**src/rtl/uart_tx_buffer_pkg.sv**
```systemverilog
// uart_tx_buffer_pkg: shared FSM state encoding for the UART transmit buffer
package uart_tx_buffer_pkg;
  typedef enum logic [1:0] {
    IDLE      = 2'd0,
    START     = 2'd1,
    WAIT_BUSY = 2'd2,
    WAIT_DONE = 2'd3
  } state_t;
endpackage

```
**src/rtl/uart_tx_buffer_byte_fifo.sv**
```systemverilog
// byte_fifo: circular byte store with occupancy, full/empty, sticky overflow and registered read data
module byte_fifo #(
  parameter int DATA_W = 8,
  parameter int DEPTH  = 16,
  parameter int ADDR_W = 4
) (
  input  logic              i_clk,
  input  logic              i_rst_n,
  input  logic              i_push,
  input  logic              i_pop,
  input  logic              i_clr_ovf,
  input  logic [DATA_W-1:0] i_wr_data,
  output logic [DATA_W-1:0] o_rd_data,
  output logic [ADDR_W:0]   o_count,
  output logic              o_empty,
  output logic              o_full,
  output logic              o_overflow
);
  logic [DATA_W-1:0] r_mem [DEPTH];
  logic [ADDR_W-1:0] r_wr_ptr, r_rd_ptr;
  logic [ADDR_W:0]   r_count;
  logic [DATA_W-1:0] r_rd_data;
  logic              r_ovf;
  logic              w_push, w_pop;
  assign o_full     = r_count == (ADDR_W+1)'(DEPTH);
  assign o_empty    = r_count == '0;
  assign w_push     = i_push && !o_full;
  assign w_pop      = i_pop && !o_empty;
  assign o_count    = r_count;
  assign o_rd_data  = r_rd_data;
  assign o_overflow = r_ovf;
  // Storage array: no reset needed, contents are only read behind the count
  always_ff @(posedge i_clk)
    if (w_push) r_mem[r_wr_ptr] <= i_wr_data;
  // Pointers, occupancy, read register and overflow flag; a drop beats a clear
  always_ff @(posedge i_clk or negedge i_rst_n)
    if (!i_rst_n) begin
      r_wr_ptr  <= '0;
      r_rd_ptr  <= '0;
      r_count   <= '0;
      r_rd_data <= '0;
      r_ovf     <= 1'b0;
    end else begin
      if (w_push) r_wr_ptr <= r_wr_ptr + ADDR_W'(1);
      if (w_pop) begin
        r_rd_ptr  <= r_rd_ptr + ADDR_W'(1);
        r_rd_data <= r_mem[r_rd_ptr];
      end
      r_count <= r_count + {ADDR_W'(0), w_push} - {ADDR_W'(0), w_pop};
      r_ovf   <= (i_push && o_full) ? 1'b1 : i_clr_ovf ? 1'b0 : r_ovf;
    end
endmodule

```
**src/rtl/uart_tx_buffer.sv**
```systemverilog
// uart_tx_buffer: buffers received bytes and feeds them one by one to the UART transmitter
module uart_tx_buffer
  import uart_tx_buffer_pkg::*;
#(
  parameter int DATA_W       = 8,
  parameter int DEPTH        = 16,
  parameter int ADDR_W       = 4,
  parameter int BUSY_TIMEOUT = 8
) (
  input  logic              i_clk,
  input  logic              i_rst_n,
  input  logic              i_wr_valid,
  input  logic [DATA_W-1:0] i_wr_data,
  input  logic              i_tx_busy,
  input  logic              i_clr_ovf,
  output logic [DATA_W-1:0] o_tx_data,
  output logic              o_tx_start,
  output logic [ADDR_W:0]   o_count,
  output logic              o_empty,
  output logic              o_full,
  output logic              o_overflow
);
  localparam int CNT_W = $clog2(BUSY_TIMEOUT + 1);
  state_t           r_state;
  logic [CNT_W-1:0] r_cnt;
  logic             r_tx_start;
  logic             w_pop;
  assign w_pop      = (r_state == IDLE) && !o_empty && !i_tx_busy;
  assign o_tx_start = r_tx_start;
  byte_fifo #(
    .DATA_W(DATA_W),
    .DEPTH (DEPTH),
    .ADDR_W(ADDR_W)
  ) u_fifo (
    .i_clk     (i_clk),
    .i_rst_n   (i_rst_n),
    .i_push    (i_wr_valid),
    .i_pop     (w_pop),
    .i_clr_ovf (i_clr_ovf),
    .i_wr_data (i_wr_data),
    .o_rd_data (o_tx_data),
    .o_count   (o_count),
    .o_empty   (o_empty),
    .o_full    (o_full),
    .o_overflow(o_overflow)
  );
  // Drain FSM: pop, pulse start, then wait for the busy handshake or give up after the timeout
  always_ff @(posedge i_clk or negedge i_rst_n)
    if (!i_rst_n) begin
      r_state    <= IDLE;
      r_cnt      <= '0;
      r_tx_start <= 1'b0;
    end else begin
      r_tx_start <= 1'b0;
      case (r_state)
        IDLE:
          if (w_pop) begin
            r_state    <= START;
            r_tx_start <= 1'b1;
          end
        START: begin
          r_cnt   <= CNT_W'(BUSY_TIMEOUT - 1);
          r_state <= WAIT_BUSY;
        end
        WAIT_BUSY:
          if (i_tx_busy) r_state <= WAIT_DONE;
          else if (r_cnt == '0) r_state <= IDLE;
          else r_cnt <= r_cnt - CNT_W'(1);
        WAIT_DONE:
          if (!i_tx_busy) r_state <= IDLE;
        default: r_state <= IDLE;
      endcase
    end
endmodule

```
**config.mk**
```make
export PLATFORM = sky130hd
export DESIGN_NAME = uart_tx_buffer
export DESIGN_NICKNAME = d
export VERILOG_FILES = /design/src/rtl/uart_tx_buffer_pkg.sv /design/src/rtl/uart_tx_buffer_byte_fifo.sv /design/src/rtl/uart_tx_buffer.sv
export SDC_FILE = /design/constraint.sdc
export NUM_CORES = 1
export LEC_CHECK = 0
export BUFFER_PORTS_ARGS = -buffer_cell sky130_fd_sc_hd__buf_2
export CORE_ASPECT_RATIO = 0.7
export CORE_MARGIN = 2
export CORE_UTILIZATION = 35
export CTS_BUF_LIST = sky130_fd_sc_hd__clkbuf_4 sky130_fd_sc_hd__clkbuf_8
export DETAILED_ROUTE_END_ITERATION = 6
export PLACE_DENSITY = 0.55
export SETUP_SLACK_MARGIN = 0.05
export SLEW_MARGIN = 20
export SYNTH_ARGS = -nofsm -noshare
export SYNTH_HDL_FRONTEND = slang
export SYNTH_HIERARCHICAL = 1
export SYNTH_SLANG_ARGS = --single-unit
```
**constraint.sdc**
```tcl
create_clock -name i_clk -period 3.2 [get_ports i_clk]
set_input_delay 0.16 -clock i_clk [delete_from_list [all_inputs] [get_ports i_clk]]
set_output_delay 0.16 -clock i_clk [all_outputs]
set_load 0.02 [all_outputs]
```
Word-level counts from Yosys, hierarchy flattened. Memories as Yosys holds them, arrays and structs flattened. A register that Yosys moved wholly into a read port is not among the register bits. Index checks and enable logic that the tools add are counted.

Flip-flop bits (word level): 21. RAM bits: 128. Input bits: 13. Memories: 1.

Memories: u_fifo.r_mem (words 16, width 8, read ports 1, clocked after memory_dff 1, write ports 1, line uart_tx_buffer_byte_fifo.sv:19) `logic [DATA_W-1:0] r_mem [DEPTH];`.

Add/subtract/negate cells: 5. Eq/ne operators: 9. Muxes and demuxes: 14. Reductions and logical operators: 16.

Operator list (count): $add 4x1->4 const B (2); $mux 2 (4); $mux 4 (2); $pmux 2 s4 (1); $pmux 4 s2 (1); $mux 1 (6); $ne 2x2->1 const B (3); $reduce_and 3->1 (2); $add 5x1->5 (1); $eq 5x5->1 const B (1); $logic_and 1x1->1 (5); $logic_not 5->1 (1); $sub 5x1->5 (1); $eq 2x2->1 const B (2); $logic_not 1->1 (4); $logic_not 4->1 (1); $reduce_bool 2->1 (2); $sub 4x1->4 const B (1); $ne 3x3->1 const B (1); $eq 2x1->1 const B (1); $logic_not 2->1 (1); $ne 2x1->1 const B (1).

Longest topological paths before layout. Gate-level depths: netlist (run 1).

Depth after elaboration: 6. Mapped depth: 16. Mapped depth without buffers: 14.

Cells and area by module. The synthesis (run 1) kept the hierarchy.

Modules (own cells, without submodules): byte_fifo (instances 1, cells each 305, area each 6078.3 µm²); uart_tx_buffer (instances 1, cells each 34, area each 370.4 µm²).

Least setup slack after synthesis (run 1). OpenSTA, ideal clock, no wires.

Path type: register -> register. Start point: register u_fifo.r_count[3], in the netlist u_fifo/o_count[3]. End point: register u_fifo.r_count[4], in the netlist u_fifo/o_count[4]. Library setup time: 0.124 ns. Arrival time: 3.109 ns. Data required time: 3.076 ns. Setup slack: -0.033 ns. Cell stages (with the launch flop): 17. Buffers on the path: 2. Period minus slack after synthesis: 3.233 ns. Path through: dfrtp_1 > inv_1 > ha_1 > or4b_4 > inv_2 > buf_4 > nor4_2 > inv_1 > clkbuf_1 > nor2_1 > ha_1 > inv_1 > ha_1 > fa_1 > a21oi_1 > o21bai_1 > xnor2_1.

Cells in the longest elaborated chain, start to end: 6. Elaborated cells on any way between the ends: 10. Those cells by class: 2 x add/sub; 1 x eq/ne; 7 x reduce/logical.

RTL lines: from (decl) (line uart_tx_buffer_byte_fifo.sv:21) `logic [ADDR_W:0] r_count;`; from (signal assigned) (line uart_tx_buffer_byte_fifo.sv:49) `r_count <= r_count + {ADDR_W'(0), w_push} - {ADDR_W'(0), w_pop};`; $logic_not 5->1 (line uart_tx_buffer_byte_fifo.sv:26) `assign o_empty = r_count == '0;`; net o_empty (line uart_tx_buffer.sv:19) `output logic o_empty,`; $logic_not 1->1 (line uart_tx_buffer.sv:28) `assign w_pop = (r_state == IDLE) && !o_empty && !i_tx_busy;`; $logic_and 1x1->1 (2 in a row) (line uart_tx_buffer.sv:28); net w_pop (line uart_tx_buffer.sv:27) `logic w_pop;`; $logic_and 1x1->1 (line uart_tx_buffer_byte_fifo.sv:28) `assign w_pop = i_pop && !o_empty;`; net u_fifo.w_pop (line uart_tx_buffer_byte_fifo.sv:24) `logic w_push, w_pop;`; $sub 5x1->5 (line uart_tx_buffer_byte_fifo.sv:49).

The timed path passes the listed nets, and every way through them passes these cells. A chain may end at the register's enable or synchronous reset.

Final worst setup path (run 1).
Start point: register u_fifo.r_count[2], in the netlist u_fifo/o_count[2]. End point: register u_fifo.r_count[4], in the netlist u_fifo/o_count[4].

Cells in the longest elaborated chain, start to end: 6. Elaborated cells on any way between the ends: 10. Those cells by class: 2 x add/sub; 1 x eq/ne; 7 x reduce/logical.

RTL lines (line): $logic_not 5->1 (uart_tx_buffer_byte_fifo.sv:26); $logic_not 1->1 (uart_tx_buffer.sv:28); $logic_and 1x1->1 (2 in a row) (uart_tx_buffer.sv:28); net w_pop (uart_tx_buffer.sv:27); $logic_and 1x1->1 (uart_tx_buffer_byte_fifo.sv:28); net u_fifo.w_pop (uart_tx_buffer_byte_fifo.sv:24); $sub 5x1->5 (uart_tx_buffer_byte_fifo.sv:49).

The timed path passes the listed nets, and every way through them passes these cells.

==> metrics.md, run 1 <==
| Metric | Value |
|---|---|
| Status | `complete, no violations` |
| Antenna violations before repair | `0` |
| Fillers | `1662` |
| Post-route DRC violation count | `0` |
| CP arrival | `3.24 ns` |
| Post-synth EDFFs | `128` |
| Slowest-stage cell, CP | `or4b_4` |
| Initial DRC Count | `about 290` |
| Count of pins over their slew limit | `0` |
| CP Launch Type | `flip-flop` |
| Cell family with most CP delay | `adder cells` |
| ANT nets after route | `0` |
| Worst path cell trace | `inv_1, ha_1, or4b_4, inv_6, nor4_2, inv_1, nor2_2, ha_1, inv_1, ha_1, fa_2, a21oi_2, o21bai_1, xnor2_1` |
| Root buf cell | `clkbuf_8` |
| Via density | `approximately 5` |
| Post-synth cell types | `41` |
| Die X | `between 150 and 200 um` |
| Maximum vdd drop | `approximately 320 uV` |
| First-pass GRT wire length | `20.67 mm` |
| Mapped cell area | `0.006449 mm2` |
| GRT overflow | `0` |
| Critical path's largest stage delay | `just over 0.5 ns` |
| Core ar. | `around 0.018 mm2` |
| Buf/Inv on CP | `4` |
| Tot Pwr | `6.399 mW` |
| Synth Flop Type | `edfxtp_1` |
| Fin crit period | `between 2 and 3 ns` |
| Max Clk Rate | `~340 MHz` |
| # rows | `41` |
| Endpoint class of the critical path | `flip-flop` |
| Hold path cells | `3` |
| R2R cell count | `14` |
| Via count | `between 3000 and 4000` |
| Clock skew | `0.007470 ns` |
| Mean routed wirelength per cell | `21.51 um` |
| Final RePlAce weighted congestion | `0.7801` |
| N_diodes | `0` |
| Critical path depth | `14` |
| Max Cap Violations | `0` |
| Setup TNS | `0 ns` |
| Sequential area share after synthesis | `between 70% and 80%` |
| PD cells | `870.8 mW/mm2` |
| Effective utilization at floorplan | `35.71%` |
| Die area | `a little under 0.02 mm2` |
| Critical path required time | `3.53 ns` |
| Clock Path Buffers | `2` |
| Dominant cells by area after synthesis | `edfxtp_1, dfrtp_1, mux4_2` |
| Vias in the first global route | `roughly 3300` |
| RSZ-0062 raised after global routing | `no` |
| Fin nets | `414` |
| Synthesized Nets | `about 370` |
| Period utilisation layout | `90.73%` |
| Clock-pin slew on the worst setup and hold paths | `0.08 ns` |
| Dominant cell type by area after synthesis | `edfxtp_1` |
| Num CTS Buffers | `17` |
| Ys Warns | `6` |
| IO Count | `30` |
| Lkg Pwr | `2.628 nW` |
| CP Class | `flip-flop to flip-flop` |
| Chip Height | `approximately 120 um` |
| Drt pass-1 iters | `5` |
| Synthesized area per cell | `19.02 um2` |
| Most frequent cell after synthesis | `edfxtp_1` |
| Ratio of cells with drive above 1 in the final layout | `26.93%` |
| Count of final hold-check violations | `0` |
| Reg-to-reg setup timing slack | `between 0.2 and 0.3 ns` |
| CTS tree | `yes` |
| Mapped Cells | `339` |
| Post-synth ARST share | `18.47%` |
| H-tree lvl count | `4` |
| Clk sinks | `157` |
| Hold Crit Class | `input pin to flip-flop` |
| Synth top area share | `59.60%` |
| Synth Register Bits | `157` |
| Worst-skew pair later-pin latency | `approximately 0.44 ns` |
| Max-slew headroom | `56.01%` |
| Commonest cells post-synth | `edfxtp_1, dfrtp_1, mux4_2, mux2i_1, inv_1` |
| Synthesis-to-finish area growth | `13.95%` |
| Pin count of the biggest net entering global routing | `35` |
| Least-Margin Pin Slew | `between 0.6 and 0.7 ns` |
| Peak fanout along the critical path | `14` |
| Routed wire length | `13.70 mm` |
| I/O Buffers | `29` |
| Hold slack | `0.04550 ns` |
| All-Layer GR Usage | `14.73%` |
| Finish-stage setup viols | `0` |
| HPWL after DPL | `approximately 9 mm` |
-- state kept, by name (all words and copies together), names as in the netlist --
register / count
u_fifo/r_mem: 128
u_fifo/o_rd_data: 8
u_fifo/o_count: 5
r_cnt: 4
u_fifo/r_rd_ptr: 4
u_fifo/r_wr_ptr: 4
r_state: 2
o_tx_start: 1
u_fifo/o_overflow: 1
-- path summary, 6_finish.rpt --
path	start	end
setup / recovery	u_fifo/o_count[2]	u_fifo/o_count[4]
hold / removal	i_wr_valid	u_fifo/r_wr_ptr[2]
setup reg to reg	u_fifo/o_count[2]	u_fifo/o_count[4]
hold reg to reg	r_cnt[0]	r_cnt[0]
max in group asynchronous	i_rst_n	u_fifo/o_rd_data[4]
min in group asynchronous	i_rst_n	u_fifo/o_rd_data[6]
-- through the flow --
step	std cells	area, um2	util, %	setup WS [ns]
2_1_floorplan	339	6450	-	0.07108
3_3_place_gp	601	6882	38.11	0.2881
3_5_place_dp	601	6882	38.11	0.1474
4_1_cts	637	7335	40.62	0.1231
5_1_grt	637	7348	40.69	0.1005
6_report	637	7348	40.69	0.2966
-- worst reg2reg max path: cells and delay by family (launching register included) --
| family | cells | cell delay [ns] |
|---|---|---|
| xor+xnor | 1 | 0.13 |
| compound gates | 2 | 0.22 |
| flops | 1 | 0.41 |
| buf+inv | 4 | 0.37 |
| simple gates | 3 | 0.65 |
| fa+ha+maj | 4 | 1.01 |
-- where the power goes --
part / switching (mW) / total [mW] / internal, mW
logic: 1.16 / 2.08 / 0.928
clock network: 0.738 / 1.52 / 0.780
registers: 0.247 / 2.80 / 2.55
-- what timing repair did --
action,in CTS,in global routing
setup endpoints to repair,0,1
hold buffers,4,0
buffers inserted,0,0
gates resized for setup,0,5
hold endpoints to repair,32,0
-- metal layers --
metal	up-vias	GRT usage (%)	wire, um
met5	-	0	0
met4	0	3.556	99
met3	7	4.707	717
met2	71	20.46	5889
met1	1694	22.41	6995
li1	1437	-	-
-- area by class of cell --
| class | count | area, um2 | share of cell area [%] |
|---|---|---|---|
| Inverter | 18 | 72.57 | 0.9876 |
| Clock inverter | 14 | 171.4 | 2.333 |
| Tap cell | 236 | 295.3 | 4.018 |
| Clock buffer | 18 | 241.5 | 3.286 |
| Sequential cell | 157 | 4569 | 62.18 |
| Multi-Input combinational cell | 149 | 1698 | 23.11 |
| Timing Repair Buffer | 45 | 300.3 | 4.086 |
-- cells by family (layout without fill, tap and decap cells) --
kind of cell / Yosys count / count (layout) / synth area share [%]
simple gates: 45 / 45 / 4.385
mux: 54 / 54 / 15.04
fa+ha+maj: 13 / 13 / 2.639
compound gates: 26 / 26 / 2.639
xor+xnor: 11 / 11 / 1.494
flops: 157 / 157 / 70.86
buf+inv: 33 / 95 / 2.949
-- placed cells by master, fill, tap and decap left out, types with 7 or more instances in the layout --
master    count
inv_1        17
buf_4        10
dfrtp_1      29
nor2_1        7
mux4_2       26
o221ai_1      8
and2_1        9
ha_1         12
o21ai_0      11
edfxtp_1    128
buf_2        29
mux2i_1      20
clkbuf_8     17
(Power assumes the default switching activity.)
==> run 2, diff against run 1 <==
--- a/config.mk
+++ b/config.mk
@@ -5,13 +5,14 @@
 export SDC_FILE = /design/constraint.sdc
 export NUM_CORES = 1
 export LEC_CHECK = 0
-export BUFFER_PORTS_ARGS = -buffer_cell sky130_fd_sc_hd__buf_2
+export ABC_AREA = 1
 export CORE_ASPECT_RATIO = 0.7
 export CORE_MARGIN = 2
 export CORE_UTILIZATION = 35
 export CTS_BUF_LIST = sky130_fd_sc_hd__clkbuf_4 sky130_fd_sc_hd__clkbuf_8
 export DETAILED_ROUTE_END_ITERATION = 6
-export PLACE_DENSITY = 0.55
+export DONT_BUFFER_PORTS = 1
+export PLACE_DENSITY = 0.54
 export SETUP_SLACK_MARGIN = 0.05
 export SLEW_MARGIN = 20
 export SYNTH_ARGS = -nofsm -noshare
==> run 2 against run 1 <==
Combinational power increased by 13%. Sequential share of layout area decreased by 3.6 points. Hold slack got worse by 0.024 ns. Non-clock buffer count decreased by 25. Cell count increased by 57%. Worst setup slack got worse by 0.039 ns.
==> metrics.md, run 2 <==
| Metric | Value |
|---|---|
| Status | `complete, no violations` |
| Clock-pin slew on the worst setup and hold paths | `0.09 ns (about the same)` |
| First-pass GRT wire length | `25.32 mm (+22%)` |
| Setup TNS | `0 ns (unchanged)` |
| FF-to-FF Start | `u_fifo/o_count[2]` |
| Clk network pwr share | `21.5% (-2.2 points)` |
| Pre-CTS setup slack | `0.1982 ns (+0.05076 ns)` |
| Sw Ratio | `40.81% (+7.4 points)` |
| Pin count of the biggest net entering global routing | `67 (+91%)` |
| Critical path required time | `3.57 ns (+0.04 ns)` |
| Least-Margin Pin Slew | `0.8843 ns (+0.2294 ns)` |
| Period utilisation layout | `91.96% (+1.2 points)` |
| Drt pass-1 iters | `5 (unchanged)` |
| Worst path cell trace | `inv_1, ha_1, nand3_1, or2_1, inv_1, nor3_1, nand2_4, inv_2, ha_1, inv_1, ha_1, fa_1, a21oi_1, nor2_1, nor2_1, xor2_1` |
| Post-route DRC violation count | `0 (unchanged)` |
| Mapped cell area | `0.007053 mm2 (+9.4%)` |
| H-tree lvl count | `4 (unchanged)` |
| Maximum vdd drop | `441.7 uV (+37%)` |
| N_diodes | `0 (unchanged)` |
| Uppermost layer routed | `met4` |
| IO Count | `30 (unchanged)` |
| Post-CTS setup buffer count | `0 (unchanged)` |
| Sequential area share after synthesis | `64.79% (-6.1 points)` |
| Effective utilization at floorplan | `35.62% (-0.089 points)` |
| Count of final hold-check violations | `0 (unchanged)` |
| CP arrival | `3.31 ns (+0.07 ns)` |
| Routed wire length | `16.03 mm (+17%)` |
| Commonest cells post-synth | `nand2_1, edfxtp_1, inv_1, nand3_1, dfrtp_1` |
| Clock Path Buffers | `2 (unchanged)` |
| Worst-skew pair later-pin latency | `0.45 ns (about the same)` |
| Ratio of cells with drive above 1 in the final layout | `6.821% (-20 points)` |
| Metal-1 WL | `7.829 mm (+12%)` |
| Final worst setup slack | `0.2574 ns (-0.03926 ns)` |
| Clock skew | `0.01542 ns (+0.007945 ns)` |
| Vias in the first global route | `4562 (+38%)` |
| RSZ-0062 raised after global routing | `no` |
| Fin crit period | `2.943 ns (+0.03926 ns)` |
| ANT nets after route | `0 (unchanged)` |
| Critical path's largest stage delay | `0.44 ns (-0.07 ns)` |
| Chip Height | `122.8 um (+4.4%)` |
| CP Launch Type | `flip-flop` |
| CP Class | `flip-flop to flip-flop` |
| Max Clk Rate | `339.8 MHz (-1.3%)` |
| Commonest non-fill, non-tap cell in the layout | `nand2_1` |
| Internal power | `3.953 mW (-7.2%)` |
| Worst setup path startpoint | `u_fifo/o_count[2]` |
| Post-synth EDFFs | `128 (unchanged)` |
| Mean routed wirelength per cell | `15.98 um (-26%)` |
| PD cells | `854.8 mW/mm2 (-1.8%)` |
| Endpoint class of the critical path | `flip-flop` |
| Max Cap Violations | `0 (unchanged)` |
| Clk sinks | `157 (unchanged)` |
| Combinational share of power | `35.3% (+2.7 points)` |
| Slowest-stage cell, CP | `dfrtp_2` |
| Finish-stage setup viols | `0 (unchanged)` |
| Antenna violations before repair | `0 (unchanged)` |
| CTS tree | `yes` |
| Via count | `4730 (+47%)` |
| Synthesized Nets | `734 (+100%)` |
| Synthesized area per cell | `9.962 um2 (-48%)` |
| Synth Flop Type | `edfxtp_1` |
| Post-synth ARST share | `18.47% (unchanged)` |
| Fillers | `1954 (+18%)` |
| Synth top area share | `54.50% (-5.1 points)` |
| Dominant cells by area after synthesis | `edfxtp_1, nand2_1, dfrtp_1` |
| Via density | `4.716 (-6.4%)` |
| Mapped Cells | `708 (+110%)` |
| Num CTS Buffers | `17 (unchanged)` |
| WL met2 | `7.034 mm (+19%)` |
| WL met3 | `898 um (+25%)` |
| Ys Warns | `6 (unchanged)` |
| Hold Startpoint | `i_tx_busy` |
| Post-synth cell types | `25 (-39%)` |
| GRT overflow | `0 (unchanged)` |
| NetSw | `2.725 mW (+27%)` |
| Most frequent cell after synthesis | `nand2_1` |
| Core ar. | `0.01980 mm2 (+9.6%)` |
| Synth Register Bits | `157 (unchanged)` |
| HPWL after DPL | `10.56 mm (+17%)` |
| Die area | `0.02132 mm2 (+9.1%)` |
| Most frequent cells in the layout | `nand2_1, edfxtp_1, inv_1` |
| Largest register FFs | `128 (unchanged)` |
| Final RePlAce weighted congestion | `0.8431 (+8.1%)` |
| Synthesis-to-finish area growth | `10.77%` |
| Dominant cell type by area after synthesis | `edfxtp_1` |
| Fin nets | `747 (+80%)` |
| Largest register by flop count | `u_fifo/r_mem` |
| Hold Crit Class | `input pin to flip-flop` |
| # rows | `43 (+4.9%)` |
| All-Layer GR Usage | `15.99% (+1.3 points)` |
| Sequential share of power | `43.3% (-0.4 points)` |
| Initial DRC Count | `394 (+38%)` |
| Max-slew headroom | `40.85% (-15 points)` |
| Peak fanout along the critical path | `10 (-4)` |
| Cell family with most CP delay | `adder cells` |
| Lkg Pwr | `3.433 nW (+31%)` |
| Root buf cell | `clkbuf_8` |
| Die X | `173.7 um (+4.5%)` |
| Buf/Inv on CP | `4 (unchanged)` |
| I/O Buffers | `0 (-100%)` |
| Count of pins over their slew limit | `0 (unchanged)` |
run 2: changes by cell type in the layout (fill, tap and decap cells not counted), moves of 8 or more:
cell,previous run,this run
mux4_2,26,0
inv_1,17,120
nor2_1,7,24
dlygate4sd3_1,4,13
nand2_1,3,225
mux2i_1,20,0
o221ai_1,8,0
and2_1,9,0
buf_2,29,0
nand3_1,5,107
run 2: stage by stage:
| step | instances | area, um2 | utilization (%) | total power, mW | hold slack, ns |
|---|---|---|---|---|---|
| final | 1003 | 7812 | 39.46 | 6.678 | 0.02126 |
| after global routing | 1003 | 7812 | 39.46 | 7.168 | 0.04701 |
| after CTS | 1003 | 7810 | 39.45 | 6.703 | 0.001928 |
| after detailed placement | 958 | 7281 | 36.77 | 5.214 | -0.1351 |
| after global placement | 958 | 7281 | 36.77 | 5.147 | -0.1349 |
| after floorplan | 708 | 7053 | - | 4.616 | -0.1356 |
run 2: worst paths after layout:
kind / end / slack [ns] / cells after the start
worst max-delay path: u_fifo/o_count[4] / 0.26 / 16
worst min-delay path: r_state[0] / 0.02 / 5
worst max register to register: u_fifo/o_count[4] / 0.26 / 16
worst min register to register: r_cnt[0] / 0.52 / 2
max in group asynchronous: u_fifo/o_count[2] / 2.86 / 2
min in group asynchronous: r_cnt[3] / 0.15 / 2
run 2: area by class of cell:
class,count,area (um2),area share [%]
Sequential cell,157,4573,58.54
Multi-Input combinational cell,398,1851,23.69
Inverter,127,476.7,6.102
Tap cell,270,337.8,4.324
Clock buffer,17,234.0,2.995
Timing Repair Buffer,20,195.2,2.498
Clock inverter,14,145.1,1.858
run 2: cell families (layout without fill, tap and decap cells):
family                     after synthesis  in the layout  synth area share, %
adders and majority gates               13             13                2.413
AOI/OAI and AO/OA                        9              9               0.6740
xor gates and xnor gates                10             10                1.242
and+or+nand+nor                        366            366                21.91
DFF                                    157            157                64.79
buffers and inverters                  153            178                8.976
run 2: worst reg2reg max path: cells and delay by family, from the launching register on:
family | cells | cell delay, ns
XOR/XNOR | 1 | 0.17
buffers and inverters | 4 | 0.29
adder cells (fa/ha/maj) | 4 | 0.94
AND/OR/NAND/NOR | 6 | 0.87
flip-flops | 1 | 0.44
AO/OA/AOI/OAI | 1 | 0.16
run 2: repair_timing:
item | CTS | global route
endpoints found under the hold margin | 167 | 0
hold buffers | 14 | 0
gates resized for setup | 0 | 2
setup endpoints to repair | 0 | 1
run 2: power by group through the flow:
stage | logic (mW) | clock network, mW | registers [mW]
detailed placement | 2.28 | 0 | 2.93
floorplan | 1.79 | 0 | 2.82
CTS | 2.35 | 1.47 | 2.89
global placement | 2.23 | 0 | 2.92
finish | 2.35 | 1.43 | 2.89
global route | 2.69 | 1.55 | 2.93
run 2: per-layer routing:
layer | up-vias | global-route usage, %
met5 | - | 0
met4 | 0 | 5.357
met3 | 23 | 3.191
met2 | 147 | 24.58
met1 | 2278 | 22.83
li1 | 2282 | -
